$ cat config.mk
export PLATFORM = sky130hd
export DESIGN_NAME = decode_sequencer
export DESIGN_NICKNAME = d
export VERILOG_FILES = /design/src/rtl/decode_sequencer.sv
export SDC_FILE = /design/constraint.sdc
export NUM_CORES = 1
export LEC_CHECK = 0
export CAP_MARGIN = 40
export CORE_ASPECT_RATIO = 0.75
export CORE_MARGIN = 4
export CORE_UTILIZATION = 43
export DETAILED_ROUTE_END_ITERATION = 16
export PLACE_DENSITY_LB_ADDON = 0.05
export REMOVE_ABC_BUFFERS = 1
export SETUP_SLACK_MARGIN = 0.2
export SLEW_MARGIN = 20
export SYNTH_ARGS = -nofsm -noshare
export SYNTH_HDL_FRONTEND = slang
export SYNTH_SLANG_ARGS = --single-unit
export TNS_END_PERCENT = 50
$ cat constraint.sdc
create_clock -name clk -period 2.17 [get_ports clk]
set_clock_uncertainty 0.15 [all_clocks]
set_input_delay 0.3255 -clock clk [delete_from_list [all_inputs] [get_ports clk]]
set_output_delay 0.3255 -clock clk [all_outputs]
set_load 0.02 [all_outputs]
$ cat src/rtl/decode_sequencer.sv
// Instruction front end: latches fetched words into IR', decodes them for the ALU
// and sequences MEM / EXEC / WB2 cycles while issuing the commit strobes.
module decode_sequencer (
    input  logic        clk,
    input  logic        reset,
    input  logic        ir_valid,
    input  logic [15:0] ir_data,
    output logic        ir_ready,
    output logic [15:0] instruction,
    output logic [5:0]  encoded_opcode,
    output logic [2:0]  reg_write_addr,
    output logic [2:0]  reg_read_addr,
    output logic [2:0]  rs2_addr,
    output logic        imm_sel,
    output logic [15:0] imm_data,
    output logic        reg_we,
    output logic        reg_we2,
    output logic        sr_we,
    output logic        sp_we,
    output logic        ram_re,
    output logic        ram_we,
    output logic        pc_load,
    output logic [15:0] retired
);

    typedef enum logic [1:0] {S_IDLE, S_MEM, S_EXEC, S_WB2} state_t;
    localparam logic [5:0] OP_RSVD = 6'b111111;

    function automatic logic f_mem_rd(input logic [5:0] op);
        return (op == 6'd26) || (op == 6'd27) || (op == 6'd38);
    endfunction

    function automatic logic f_two_word(input logic [5:0] op);
        return (op == 6'd33) || (op == 6'd34);
    endfunction

    function automatic logic f_reg_we(input logic [5:0] op);
        return (op >= 6'd6  && op <= 6'd14) || (op >= 6'd17 && op <= 6'd22) ||
               (op == 6'd26) || (op == 6'd27) || (op >= 6'd29 && op <= 6'd34);
    endfunction

    function automatic logic f_sp_we(input logic [5:0] op);
        return (op == 6'd25) || (op == 6'd27) || (op == 6'd3) ||
               (op == 6'd36) || (op == 6'd38);
    endfunction

    function automatic logic f_ram_we(input logic [5:0] op);
        return (op == 6'd25) || (op == 6'd28) || (op == 6'd3) || (op == 6'd36);
    endfunction

    function automatic logic f_pc_load(input logic [5:0] op);
        return (op == 6'd0) || (op == 6'd35) || (op == 6'd36) ||
               (op == 6'd3) || (op == 6'd38);
    endfunction

    state_t      r_state, w_state_n;
    logic [15:0] r_instr, r_imm, r_retired;
    logic [5:0]  r_op;
    logic [2:0]  r_rd, r_rs2;
    logic        r_imm_sel;
    logic        r_reg_we, r_reg_we2, r_sr_we, r_sp_we, r_ram_re, r_ram_we, r_pc_load;

    logic [5:0]  w_dec_op, w_op_n;
    logic [2:0]  w_dec_rd, w_dec_rs2;
    logic        w_dec_imm_sel;
    logic [15:0] w_dec_imm;
    logic        w_ready, w_accept, w_retire;
    logic        w_reg_we_n, w_reg_we2_n, w_sr_we_n, w_sp_we_n;
    logic        w_ram_re_n, w_ram_we_n, w_pc_load_n;

    // Word decode; fields are only captured on an accept edge.
    always_comb begin
        w_dec_op      = OP_RSVD;
        w_dec_rd      = 3'd0;
        w_dec_rs2     = 3'd0;
        w_dec_imm_sel = 1'b0;
        w_dec_imm     = 16'd0;
        casez (ir_data[15:12])
            4'b0???: begin
                w_dec_imm_sel = 1'b1;
                w_dec_imm     = {6'b0, ir_data[9:0]};
                w_dec_rd      = ir_data[12:10];
                case (ir_data[14:13])
                    2'b00:   w_dec_op = 6'b001010;
                    2'b01:   w_dec_op = 6'b001011;
                    2'b10:   w_dec_op = 6'b001100;
                    default: w_dec_op = OP_RSVD;
                endcase
            end
            4'b100?: begin
                w_dec_op  = ir_data[12:7];
                w_dec_rd  = ir_data[6:4];
                w_dec_rs2 = ir_data[2:0];
            end
            4'b101?: begin
                w_dec_rd = ir_data[6:4];
                case (ir_data[12:11])
                    2'b00:   w_dec_op = 6'b001101;
                    2'b01:   w_dec_op = 6'b001110;
                    2'b10:   w_dec_op = 6'b001111;
                    default: w_dec_op = OP_RSVD;
                endcase
            end
            4'b1100: w_dec_op = 6'b000000;
            4'b1101: w_dec_op = 6'b100011;
            4'b1110: w_dec_op = 6'b100100;
            default: w_dec_op = OP_RSVD;
        endcase
    end

    assign w_ready  = (r_state == S_IDLE) || (r_state == S_EXEC && !f_two_word(r_op));
    assign w_accept = ir_valid && w_ready;
    assign w_retire = (r_state == S_EXEC && !f_two_word(r_op)) || (r_state == S_WB2);

    always_ff @(posedge clk or posedge reset) begin
        if (reset) r_state <= S_IDLE;
        else       r_state <= w_state_n;
    end

    always_comb begin
        w_state_n = r_state;
        case (r_state)
            S_IDLE: if (w_accept) w_state_n = f_mem_rd(w_dec_op) ? S_MEM : S_EXEC;
            S_MEM:  w_state_n = S_EXEC;
            S_EXEC: begin
                if (f_two_word(r_op))  w_state_n = S_WB2;
                else if (w_accept)     w_state_n = f_mem_rd(w_dec_op) ? S_MEM : S_EXEC;
                else                   w_state_n = S_IDLE;
            end
            S_WB2:  w_state_n = S_IDLE;
            default: w_state_n = S_IDLE;
        endcase
    end

    // Strobes are computed for the upcoming state so they can be registered.
    always_comb begin
        w_op_n      = w_accept ? w_dec_op : r_op;
        w_reg_we_n  = 1'b0;
        w_reg_we2_n = 1'b0;
        w_sr_we_n   = 1'b0;
        w_sp_we_n   = 1'b0;
        w_ram_re_n  = 1'b0;
        w_ram_we_n  = 1'b0;
        w_pc_load_n = 1'b0;
        case (w_state_n)
            S_MEM:  w_ram_re_n = f_mem_rd(w_op_n);
            S_EXEC: begin
                w_reg_we_n  = f_reg_we(w_op_n);
                w_sr_we_n   = (w_op_n != OP_RSVD);
                w_sp_we_n   = f_sp_we(w_op_n);
                w_ram_we_n  = f_ram_we(w_op_n);
                w_pc_load_n = f_pc_load(w_op_n);
            end
            S_WB2:  w_reg_we2_n = f_two_word(w_op_n);
            default: ;
        endcase
    end

    always_ff @(posedge clk or posedge reset) begin
        if (reset) begin
            r_instr   <= 16'd0;
            r_op      <= OP_RSVD;
            r_rd      <= 3'd0;
            r_rs2     <= 3'd0;
            r_imm_sel <= 1'b0;
            r_imm     <= 16'd0;
            r_reg_we  <= 1'b0;
            r_reg_we2 <= 1'b0;
            r_sr_we   <= 1'b0;
            r_sp_we   <= 1'b0;
            r_ram_re  <= 1'b0;
            r_ram_we  <= 1'b0;
            r_pc_load <= 1'b0;
            r_retired <= 16'd0;
        end else begin
            if (w_accept) begin
                r_instr   <= ir_data;
                r_op      <= w_dec_op;
                r_rd      <= w_dec_rd;
                r_rs2     <= w_dec_rs2;
                r_imm_sel <= w_dec_imm_sel;
                r_imm     <= w_dec_imm;
            end
            r_reg_we  <= w_reg_we_n;
            r_reg_we2 <= w_reg_we2_n;
            r_sr_we   <= w_sr_we_n;
            r_sp_we   <= w_sp_we_n;
            r_ram_re  <= w_ram_re_n;
            r_ram_we  <= w_ram_we_n;
            r_pc_load <= w_pc_load_n;
            if (w_retire) r_retired <= r_retired + 16'd1;
        end
    end

    assign ir_ready       = w_ready;
    assign instruction    = r_instr;
    assign encoded_opcode = r_op;
    assign reg_write_addr = r_rd;
    assign reg_read_addr  = r_rd;
    assign rs2_addr       = r_rs2;
    assign imm_sel        = r_imm_sel;
    assign imm_data       = r_imm;
    assign reg_we         = r_reg_we;
    assign reg_we2        = r_reg_we2;
    assign sr_we          = r_sr_we;
    assign sp_we          = r_sp_we;
    assign ram_re         = r_ram_re;
    assign ram_we         = r_ram_we;
    assign pc_load        = r_pc_load;
    assign retired        = r_retired;

endmodule
==> reports/qor_table.md <==
| Group | Result | Reported |
| --- | --- | --- |
| clocking | Clock Pin Slew Worst Setup and Hold Paths | 80 ps |
| sta | Final critical-path share of the clock period | 1.03 |
| clocking | Clock latency on the worst-skew pair | 350 ps |
| placed design | Number of cells in the design after placement | 544 |
| run status | Result of the run | finished, violations left |
| sta | Final-report setup violation count | 2 |
| worst setup path | Largest fanout on the critical path | 4 |
| clocking | Sinks on Clock Net | 64 |
| sta | Worst setup slack after layout | -67.4 ps |
| routing | Average vias per placed instance | 4.92 |
| sta | Peak Freq | 447 MHz |
| routing | DRC violations left | 0 |
| logic synthesis | Number of warning messages in the yosys log | 0 |
| logic synthesis | Xor and xnor fraction of the mapped netlist area | 0.0487 |
| finish | Final nets | 485 |
| routing | Average wire per cell in the routed design | 14.5 um |
| logic synthesis | Flops & latches, synth | 64 |
| finish | Area growth from synthesis to layout | 52.5% |
| finish | Final Util | 0.697 |
| global routing | Pin count of the biggest net entering global routing | 65 |
| logic synthesis | Netlist cell types | 63 |
| logic synthesis | Proportion of synthesized flip-flops having asynchronous set or reset | 1.00 |
| clocking | CTS buffer count | 9 |
| clocking | Maximum number of buffers from clock root to sink | 2 |
| finish | Share of layout cells above drive strength 1 | 0.270 |
| clocking | CTS root buffer | sky130_fd_sc_hd__clkbuf_8 |
| clocking | Number of hold-repair buffers added at the cts stage | 0 |
| global routing | First-pass GRT wire length | 13.9 mm |
| finish | Final cell count without fillers | 568 |
| worst setup path | Worst Setup End Kind | register |
| sta | Minimum hold slack | 222 ps |
| routing | Overall routed net length | 8.22 mm |
| placed design | Detailed placer's ending HPWL | 5.76 mm |
| logic synthesis | Main combinational cell family by area after synthesis | simple AND/OR/NAND/NOR gates |
| worst setup path | Setup crit start kind | register |
| logic synthesis | Leading cell types by total area after synthesis | sky130_fd_sc_hd__dfrtp_1 45%, sky130_fd_sc_hd__nand2_1 9.6%, sky130_fd_sc_hd__dfstp_2 4.9%, sky130_fd_sc_hd__buf_4 2.8%, sky130_fd_sc_hd__xnor2_1 2.7% |
| clocking | Maximum level of the CTS H-tree | 3 |
| logic synthesis | Fraction of synthesized area in multiplexers | 0.0113 |
| routing | Routed metal-1 wirelength | 3.87 mm |
| routing | Met3 wire len | 552 um |
| worst setup path | Crit path arrival time | 2300 ps |
| global routing | Congestion Overflow GR | 0 |
| routing | Total vias in the final route | 2796 |
| logic synthesis | Share of Yosys cell area claimed by the top area cell type | 0.452 |
| worst setup path | CP required | 2230 ps |
| placed design | Placer Congestion | 0.903 |
| routing | Detail Route met2 WL | 3.74 mm |
| routing | Max Used Layer | met4 |
| logic synthesis | Synth Cell Area | 3210 um2 |
| global routing | Via count of the first global-routing pass | 2848 |
| die | Starting Density | 0.457 |
| logic synthesis | Number of synthesized flops with an enable pin | 0 |
| flow run | Number of maximum-capacitance constraint violations | 0 |
| logic synthesis | Commonest register cell after synthesis | sky130_fd_sc_hd__dfrtp_1 |
| run status | Violated checks | setup timing |
| sta | Max-slew violation count | 0 |
| logic synthesis | Library cell with the largest summed area after synthesis | sky130_fd_sc_hd__dfrtp_1 |
| die | Top-Level Pins | 91 |
| logic synthesis | Mean instance size in the synthesized netlist | 9.73 um2 |
| sta | Final hold vios | 0 |
| die | Core region area | 7030 um2 |
| placed design | Port bufs | 84 |
| die | FP Rows | 26 |
| global routing | Total routing usage reported by global routing | 0.193 |
| die | Die area | 8930 um2 |
| routing | First-pass iteration count of the detailed router | 6 |
| sta | Minimum period implied by the final worst setup slack | 2240 ps |
| clocking | TritonCTS clock tree | yes |
| pwr | IR Drop Worst-Case VDD | 0.000386 V |
| pwr | Static power due to leakage | 2.20 nW |
| logic synthesis | Synthesized-area fraction occupied by ao, oa, aoi and oai cells | 0.147 |
| die | Height of the die | 82.8 um |
| logic synthesis | Post-synthesis adder-cell area fraction | 0.00390 |
| logic synthesis | Synth cell count leaders | 82 x sky130_fd_sc_hd__nand2_1, 58 x sky130_fd_sc_hd__dfrtp_1, 14 x sky130_fd_sc_hd__nor2_1 |
| hold path | Class of the tightest hold or removal check | input pin to async pin |
| sta | Unrepaired setup endpoints after global routing | true |
| worst setup path | Worst Path Class, Setup | register to register |
| logic synthesis | Synth Instances | 330 |
| logic synthesis | Basic-gate share of the synthesized area counting and, or, nand and nor cells | 0.228 |
| finish | ANT cells | 0 |
| sta | Sum of negative setup slack | -85.4 ps |
| global routing | Antenna violations before repair | 0 |
| routing | Number of nets still failing antenna checks after routing | 0 |
| pwr | Power per unit of standard cell area | 849 nW/um2 |
| logic synthesis | Sequential share of the synthesized area | 0.501 |
| routing | DR iter-0 viols | 148 |
| logic synthesis | Library cell with the highest instance count after synthesis | sky130_fd_sc_hd__nand2_1 |
| die | Horiz. Die Dim | 108 um |
-- layout by cell type (no fill, tap or decap), drive strengths merged, types with 3 or more instances in the layout --
| cell type | n |
|---|---|
| conb | 6 |
| nand3b | 8 |
| nand2b | 4 |
| dfstp | 6 |
| nand4 | 4 |
| a21oi | 11 |
| a31o | 3 |
| a31oi | 4 |
| inv | 11 |
| clkbuf | 10 |
| nand2 | 82 |
| nor2 | 16 |
| and3 | 3 |
| o21ai | 16 |
| nand3 | 12 |
| and2 | 3 |
| o221ai | 3 |
| o21a | 8 |
| xor2 | 7 |
| buf | 59 |
| dfrtp | 58 |
| nor2b | 5 |
| dlygate4sd2 | 7 |
| xnor2 | 10 |
| clkdlybuf4s50 | 73 |
| bufinv | 3 |
| nor3 | 8 |
-- through the flow --
| stage | worst slack, ps | total power, mW | area, um2 |
|---|---|---|---|
| finish | -67.4 | 4.15 | 4900 |
| detailed placement | -431 | 2.81 | 4430 |
| floorplan | -534 | 2.16 | 3080 |
| CTS | -2.78 | 4.18 | 4860 |
| global route | -118 | 4.36 | 4900 |
| global placement | -366 | 2.80 | 4430 |
-- area by class of cell --
cell class              count  area [um2]
flip-flops and latches     64        1610
well taps                  98         123
clock buffers              10         138
fillers                   575        2130
repair buffers            142        1300
multi-input cells         238        1570
clock inverters             6         115
inverters                  10        42.5
-- critical path, cell delays in order, from the launching register on --
cell	delay, ps
sky130_fd_sc_hd__dfstp_2	570
sky130_fd_sc_hd__nor4b_4	60
sky130_fd_sc_hd__buf_4	130
sky130_fd_sc_hd__nand2_2	70
sky130_fd_sc_hd__nor2_2	50
sky130_fd_sc_hd__buf_6	120
sky130_fd_sc_hd__o41ai_4	450
sky130_fd_sc_hd__buf_4	190
sky130_fd_sc_hd__nor3_2	40
sky130_fd_sc_hd__o21ai_1	170
sky130_fd_sc_hd__a211oi_2	100
-- power breakdown --
| group | internal (mW) | total (mW) | switching [mW] |
|---|---|---|---|
| clock network | 0.800 | 1.29 | 0.489 |
| registers | 1.37 | 1.53 | 0.161 |
| logic | 0.644 | 1.33 | 0.689 |
| total | 2.82 | 4.15 | 1.34 |
-- what timing repair did --
item / 4_1_cts / 5_1_grt
buffers inserted: 8 / 0
gates resized for setup: 41 / 8
pin swaps: 28 / 5
endpoints found under the setup margin: 26 / 30
-- registers in the layout, summed over array words and instances, names as in the netlist --
name            cells
retired            16
ram_we              1
imm_data           10
encoded_opcode      6
reg_read_addr       3
instruction        16
sp_we               1
ram_re              1
r_state             2
imm_sel             1
sr_we               1
rs2_addr            3
pc_load             1
reg_we              1
reg_we2             1
-- routing by layer --
metal  GRT usage  vias to the layer above
met5           0                        -
met4      0.0470                        0
met3      0.0512                        8
met2       0.297                       91
met1       0.272                     1312
li1            -                     1385
-- logic make-up (layout without fill, tap and decap cells) --
| group | after synthesis | in the layout |
|---|---|---|
| mux | 3 | 3 |
| xor+xnor | 17 | 17 |
| compound gates | 59 | 59 |
| simple gates | 152 | 152 |
| other cells | 1 | 6 |
| fa+ha+maj | 1 | 1 |
| flops | 64 | 64 |
| buf+inv | 33 | 168 |
-- path summary, 6_finish.rpt --
path	from	endpoint	slack (ps)	depth (start not counted)
setup / recovery	encoded_opcode[3]	reg_we	-70	10
hold / removal	reset	retired[10]	220	3
setup reg to reg	encoded_opcode[3]	reg_we	-70	10
hold reg to reg	retired[15]	retired[15]	320	1
max in group asynchronous	reset	encoded_opcode[1]	1330	3
min in group clk	retired[15]	retired[15]	320	1
Power figures use the tool's default switching activity.
